$ cat src/rtl/store_buffer.sv
`default_nettype none
// ============================================================================
// Module      : store_buffer
// Description : FIFO store buffer with drain FSM and load-forwarding lookup.
// Revision    : 1.0 - initial release
// ============================================================================
module store_buffer #(
  parameter int DEPTH  = 4,
  parameter int ADDR_W = 32
) (
  input  logic                     CLK,
  input  logic                     RESET,
  input  logic                     st_valid,
  input  logic [ADDR_W-1:0]        st_addr,
  input  logic [31:0]              st_data,
  input  logic [3:0]               st_mask,
  output logic                     st_ready,
  input  logic                     ld_valid,
  input  logic [ADDR_W-1:0]        ld_addr,
  output logic                     ld_hit,
  output logic [31:0]              ld_data,
  output logic                     ld_stall,
  output logic                     mem_write_req,
  output logic [ADDR_W-1:0]        mem_addr,
  output logic [31:0]              mem_data,
  output logic [3:0]               mem_mask,
  input  logic                     mem_ack,
  output logic [$clog2(DEPTH):0]   count,
  output logic                     empty
);

  localparam int PTR_W = $clog2(DEPTH);
  localparam int CNT_W = PTR_W + 1;
  localparam logic [CNT_W-1:0] C_FULL = CNT_W'(DEPTH);
  localparam logic [0:0] S_IDLE = 1'b0;
  localparam logic [0:0] S_BUSY = 1'b1;

  logic [ADDR_W-1:0] addr_q [DEPTH];
  logic [31:0]       data_q [DEPTH];
  logic [3:0]        mask_q [DEPTH];

  logic [PTR_W-1:0]  head_q, head_d;
  logic [PTR_W-1:0]  tail_q, tail_d;
  logic [CNT_W-1:0]  count_q, count_d;
  logic [0:0]        state_q, state_d;

  logic              w_push;
  logic              w_pop;
  logic              w_busy;
  logic              w_hit_any;
  logic [3:0]        w_hit_mask;
  logic [31:0]       w_hit_data;
  logic [PTR_W-1:0]  w_idx;
  logic [1:0]        w_unused_ld_lo;

  assign w_busy   = (state_q == S_BUSY);
  assign st_ready = (count_q != C_FULL);
  assign w_push   = st_valid && st_ready;
  assign w_pop    = w_busy && mem_ack;

  always_comb begin
    head_d  = head_q;
    tail_d  = tail_q;
    count_d = count_q;
    state_d = state_q;
    if (w_push) tail_d = tail_q + PTR_W'(1);
    if (w_pop)  head_d = head_q + PTR_W'(1);
    case ({w_push, w_pop})
      2'b10:   count_d = count_q + CNT_W'(1);
      2'b01:   count_d = count_q - CNT_W'(1);
      default: count_d = count_q;
    endcase
    if (state_q == S_IDLE) begin
      if (count_q != '0) state_d = S_BUSY;
    end else begin
      if (mem_ack) state_d = S_IDLE;
    end
  end

  always_ff @(posedge CLK) begin
    if (RESET) begin
      head_q  <= '0;
      tail_q  <= '0;
      count_q <= '0;
      state_q <= S_IDLE;
      for (int i = 0; i < DEPTH; i++) begin
        addr_q[i] <= '0;
        data_q[i] <= '0;
        mask_q[i] <= '0;
      end
    end else begin
      head_q  <= head_d;
      tail_q  <= tail_d;
      count_q <= count_d;
      state_q <= state_d;
      if (w_push) begin
        addr_q[tail_q] <= st_addr;
        data_q[tail_q] <= st_data;
        mask_q[tail_q] <= st_mask;
      end
    end
  end

  // Walk oldest-to-youngest so the last match left standing is the youngest.
  always_comb begin
    w_hit_any  = 1'b0;
    w_hit_mask = '0;
    w_hit_data = '0;
    w_idx      = '0;
    for (int i = 0; i < DEPTH; i++) begin
      w_idx = head_q + PTR_W'(i);
      if ((CNT_W'(i) < count_q) &&
          (addr_q[w_idx][ADDR_W-1:2] == ld_addr[ADDR_W-1:2])) begin
        w_hit_any  = 1'b1;
        w_hit_mask = mask_q[w_idx];
        w_hit_data = data_q[w_idx];
      end
    end
  end

  assign w_unused_ld_lo = ld_addr[1:0];

  assign ld_hit   = ld_valid && w_hit_any && (w_hit_mask == 4'hF);
  assign ld_stall = ld_valid && w_hit_any && (w_hit_mask != 4'hF);
  assign ld_data  = ld_hit ? w_hit_data : 32'h0;

  assign mem_write_req = w_busy;
  assign mem_addr      = w_busy ? addr_q[head_q] : '0;
  assign mem_data      = w_busy ? data_q[head_q] : 32'h0;
  assign mem_mask      = w_busy ? mask_q[head_q] : 4'h0;

  assign count = count_q;
  assign empty = (count_q == '0);

endmodule
`default_nettype wire

$ cat config.mk
export PLATFORM = sky130hd
export DESIGN_NAME = store_buffer
export DESIGN_NICKNAME = d
export VERILOG_FILES = /design/src/rtl/store_buffer.sv
export SDC_FILE = /design/constraint.sdc
export NUM_CORES = 1
export LEC_CHECK = 0
export CORE_MARGIN = 2
export CORE_UTILIZATION = 29
export CTS_CLUSTER_DIAMETER = 30
export DETAILED_ROUTE_END_ITERATION = 16
export GPL_TIMING_DRIVEN = 0
export PLACE_DENSITY = 0.56
export SYNTH_ARGS = -nofsm -noshare
export SYNTH_HDL_FRONTEND = slang
export SYNTH_SLANG_ARGS = --single-unit
$ cat constraint.sdc
create_clock -name CLK -period 14.8 [get_ports CLK]
set_clock_uncertainty 0.05 [all_clocks]
set_input_delay 1.48 -clock CLK [delete_from_list [all_inputs] [get_ports CLK]]
set_output_delay 1.48 -clock CLK [all_outputs]
set_load 0.02 [all_outputs]
==> results.tsv <==
stage	metric	value	unit
status	status	finished, final reports clean	
min_path	whs_endpoint	tail_q[0]	
die	io_pins	213	
place	post-place-ws	6.58	ns
min_path	hold_class	reg2reg	
pwr	p_leak	0.00869	µW
clock_tree	clock-sinks	282	
place	dp_hpwl	59500	µm
clock_tree	post-cts-setup-buffer-count	0	
grt	grt_pass1_wl	118000	µm
synthesis	yosys_warnings	0	
pwr	ir_drop	0.0000721	V
timing	hold_viol_final	0	
synthesis	synth_edf_count	272	
pwr	clockPowerShare	0.441	
worst_setup_path	crit_path_end_kind	primary output	
worst_setup_path	startpoint_type	flip-flop	
grt	grt_use_met2	0.359	
synthesis	synthCells	1757	
worst_setup_path	reg2reg_depth	9	
timing	tns	0	ns
final_layout	fill_cells	6559	
timing	clock.fmax	0.111	GHz
drt	wire_per_inst	28.1	µm
place	portBuffers	188	
die	die_w	264	µm
synthesis	synth_cell_type_count	74	
drt	antenna_left	0	
min_path	holdPathStages	2	
pwr	p_int	2360	µW
synthesis	synthesis.area	19600	µm²
worst_setup_path	arrival	7.49	ns
synthesis	synth_flop_cell	edfxtp_1	
grt	grt_max_degree	44	
pwr	switching_share	0.323	
drt	routed_wl	82800	µm
synthesis	yosysMostFrequentCell	edfxtp_1	
synthesis	yosys-top-cells-count	edfxtp_1, nor2_1, nand2_1	
synthesis	ys_seq_area_frac	0.426	
final_layout	layout-drive-gt1-share	0.182	
drt	vias	16500	
clock_tree	htree_levels	3	
timing	rsz0062_at_grt	no	
timing	slew_viol_final	0	
timing	post-route-min-period	9.02	ns
grt	grt.total_usage	0.233	
run	maxCapViolCount	0	
timing	worstMarginPinSlew	1.21	ns
die	core	67000	µm²
drt	drc	0	
grt	busiest_layer	met2	
worst_setup_path	r2r-end	data_q[0][15]	
grt	gr-total-overflow	0	
synthesis	syn-num-nets	1866	
die	rows	95	
timing	setup_slack	5.78	ns
synthesis	postSynth.asyncResetShare	0	
drt	vias_per_cell	5.58	
pwr	p_comb_frac	0.267	
min_path	min_from	tail_q[0]	
die	die-area	69800	µm²
synthesis	ys_top_cells_by_area	edfxtp_1, mux4_2, mux2i_1	
worst_setup_path	critPathMaxFanout	10	
die	dieHeight	264	µm
die	initial_core_util	0.293	
pwr	p_per_area	138	nW/µm²
drt	dr.pass1.iters	6	
grt	grt_use_met3	0.0409	
final_layout	multi_input_area	10300	µm²
synthesis	synth_top_cell_by_area	edfxtp_1	
synthesis	synth_top_area_share	0.416	
grt	antenna_found_initial	10	
clock_tree	clock-root-buffer	clkbuf_16	
worst_setup_path	path_class	reg2out	
worst_setup_path	r2r_slack	10.13	ns
clock_tree	clk_latency	0.60	ns
final_layout	area.growth.synth_to_final	28.3	%
clock_tree	clkTransAtPathRegs	0.05	ns
final_layout	fin_nets	2132	
pwr	seqPwrFrac	0.292	
final_layout	seq_area	8370	µm²
timing	setup_violations	0	
synthesis	synth.avg_cell_area	11.2	µm²
worst_setup_path	timing.rr.start	count[1]	
grt	met1_usage	0.318	
synthesis	synth-seq-cells	282	
clock_tree	cts_buffer_depth	3	
final_layout	utilization	0.376	
drt	dr.first_iter.drc_count	1781	
worst_setup_path	crit_required	13.27	ns
timing	slew_headroom	0.193	
clock_tree	ctsHoldBuffers	0	
pwr	power_switching	1120	µW
timing	fin_crit_sh	0.609	
place	gp_congestion	1.00	
grt	grt_pass1_vias	16500	
pwr	fin_total_pwr	3480	µW
clock_tree	cts_resized	0	
clock_tree	cts_tree	done	
clock_tree	cts_made_buffers	68	
[critical path: stages, from the launching register on]
cell             delay [ns]
dfxtp_1                0.30
buf_2                  0.23
buf_4                  0.31
buf_2                  0.46
clkbuf_1               0.94
mux4_2                 0.43
xor2_1                 0.23
nor4_1                 0.83
o2111a_1               0.42
nand4_4                0.26
o31ai_4                0.24
o311ai_1               0.39
buf_2                  0.35
nor4_1                 0.70
clkdlybuf4s50_1        0.76
[registers in the layout (all words and copies together), names as in the netlist, named ones only]
| signal | cells |
|---|---|
| mem_write_req | 1 |
| head_q | 2 |
| tail_q | 2 |
| count | 3 |
| mask_q | 16 |
| addr_q | 128 |
| data_q | 128 |
[cells in the final DEF, fill, tap and decap left out, types with 4 or more instances in the layout]
cell type and instances:
o211ai_1 4, nand2_1 163, edfxtp_1 272, o22ai_1 5
nor2b_1 9, inv_1 76, buf_1 20, clkinvlp_4 10
buf_8 4, mux4_2 124, a211oi_1 11, a2111oi_0 5
buf_6 5, clkbuf_16 68, nor3_1 9, clkbuf_1 102
mux2_2 75, mux2i_1 133, nand4_1 16, nor4_1 46
o21ai_0 72, o2bb2ai_1 7, bufinv_16 10, buf_2 27
nor2_1 200, and3_1 4, a221oi_1 33, nand3_1 10
clkinv_1 9, xnor2_1 71, clkinv_2 10, buf_12 5
clkdlybuf4s50_1 188, dfxtp_1 10, a21oi_1 13, xor2_1 38
ha_1 4, and2_1 131, o2111ai_1 4, buf_4 4
[metrics by stage]
stage / instances / instance area [µm²] / hold WS [ns]
after floorplan: 1757 / 19600 / 0.485
after global placement: 2818 / 22600 / 0.509
after CTS: 2949 / 25200 / 0.581
after global routing: 2952 / 25200 / 0.620
after detailed placement: 2826 / 22800 / 0.568
final: 2952 / 25200 / 0.583
[cell families (layout without fill, tap and decap cells)]
| group | Yosys count | count (layout) | synth area share |
|---|---|---|---|
| simple gates | 607 | 607 | 0.149 |
| compound gates | 189 | 189 | 0.0688 |
| buf+inv | 234 | 553 | 0.0514 |
| xor+xnor | 109 | 109 | 0.0486 |
| other cells | 0 | 3 | 0 |
| flops | 282 | 282 | 0.426 |
| fa+ha+maj | 4 | 4 | 0.00255 |
| mux | 332 | 332 | 0.253 |
[routing by layer]
layer  part of all wire  up-vias
li1                   -     7039
met1               0.43     8381
met5            0.00097        -
met4              0.046       12
met3              0.075      191
met2               0.45      863
[worst max-delay path by stage]
stage                      startpoint      endpoint  slack, ns  cells past startpoint
final                       head_q[1]   ld_data[30]       5.78                     14
after global routing        head_q[1]   ld_data[30]       5.77                     14
after CTS                   head_q[1]   ld_data[27]       6.04                     14
after detailed placement   ld_addr[3]   ld_data[31]       6.58                     11
after global placement       st_valid  addr_q[1][8]       5.00                      4
after floorplan           ld_addr[24]   ld_data[10]       8.79                     10
[layout make-up]
cell class,count,area share
Multi-Input combinational cell,1241,0.409
Sequential cell,282,0.332
Timing Repair Buffer,196,0.0820
Clock buffer,76,0.0695
Tap cell,873,0.0434
Buffer,156,0.0285
Clock inverter,47,0.0238
Inverter,78,0.0116
Antenna cell,3,0.000298
[power groups by stage]
| stage | logic [µW] | registers [µW] | clock network (µW) |
|---|---|---|---|
| final | 929 | 1020 | 1530 |
| after global routing | 971 | 1020 | 1590 |
| after CTS | 918 | 1010 | 1550 |
| after detailed placement | 913 | 1030 | 0 |
| after global placement | 902 | 1030 | 0 |
| after floorplan | 552 | 1010 | 0 |
Power figures use the tool's default switching activity.
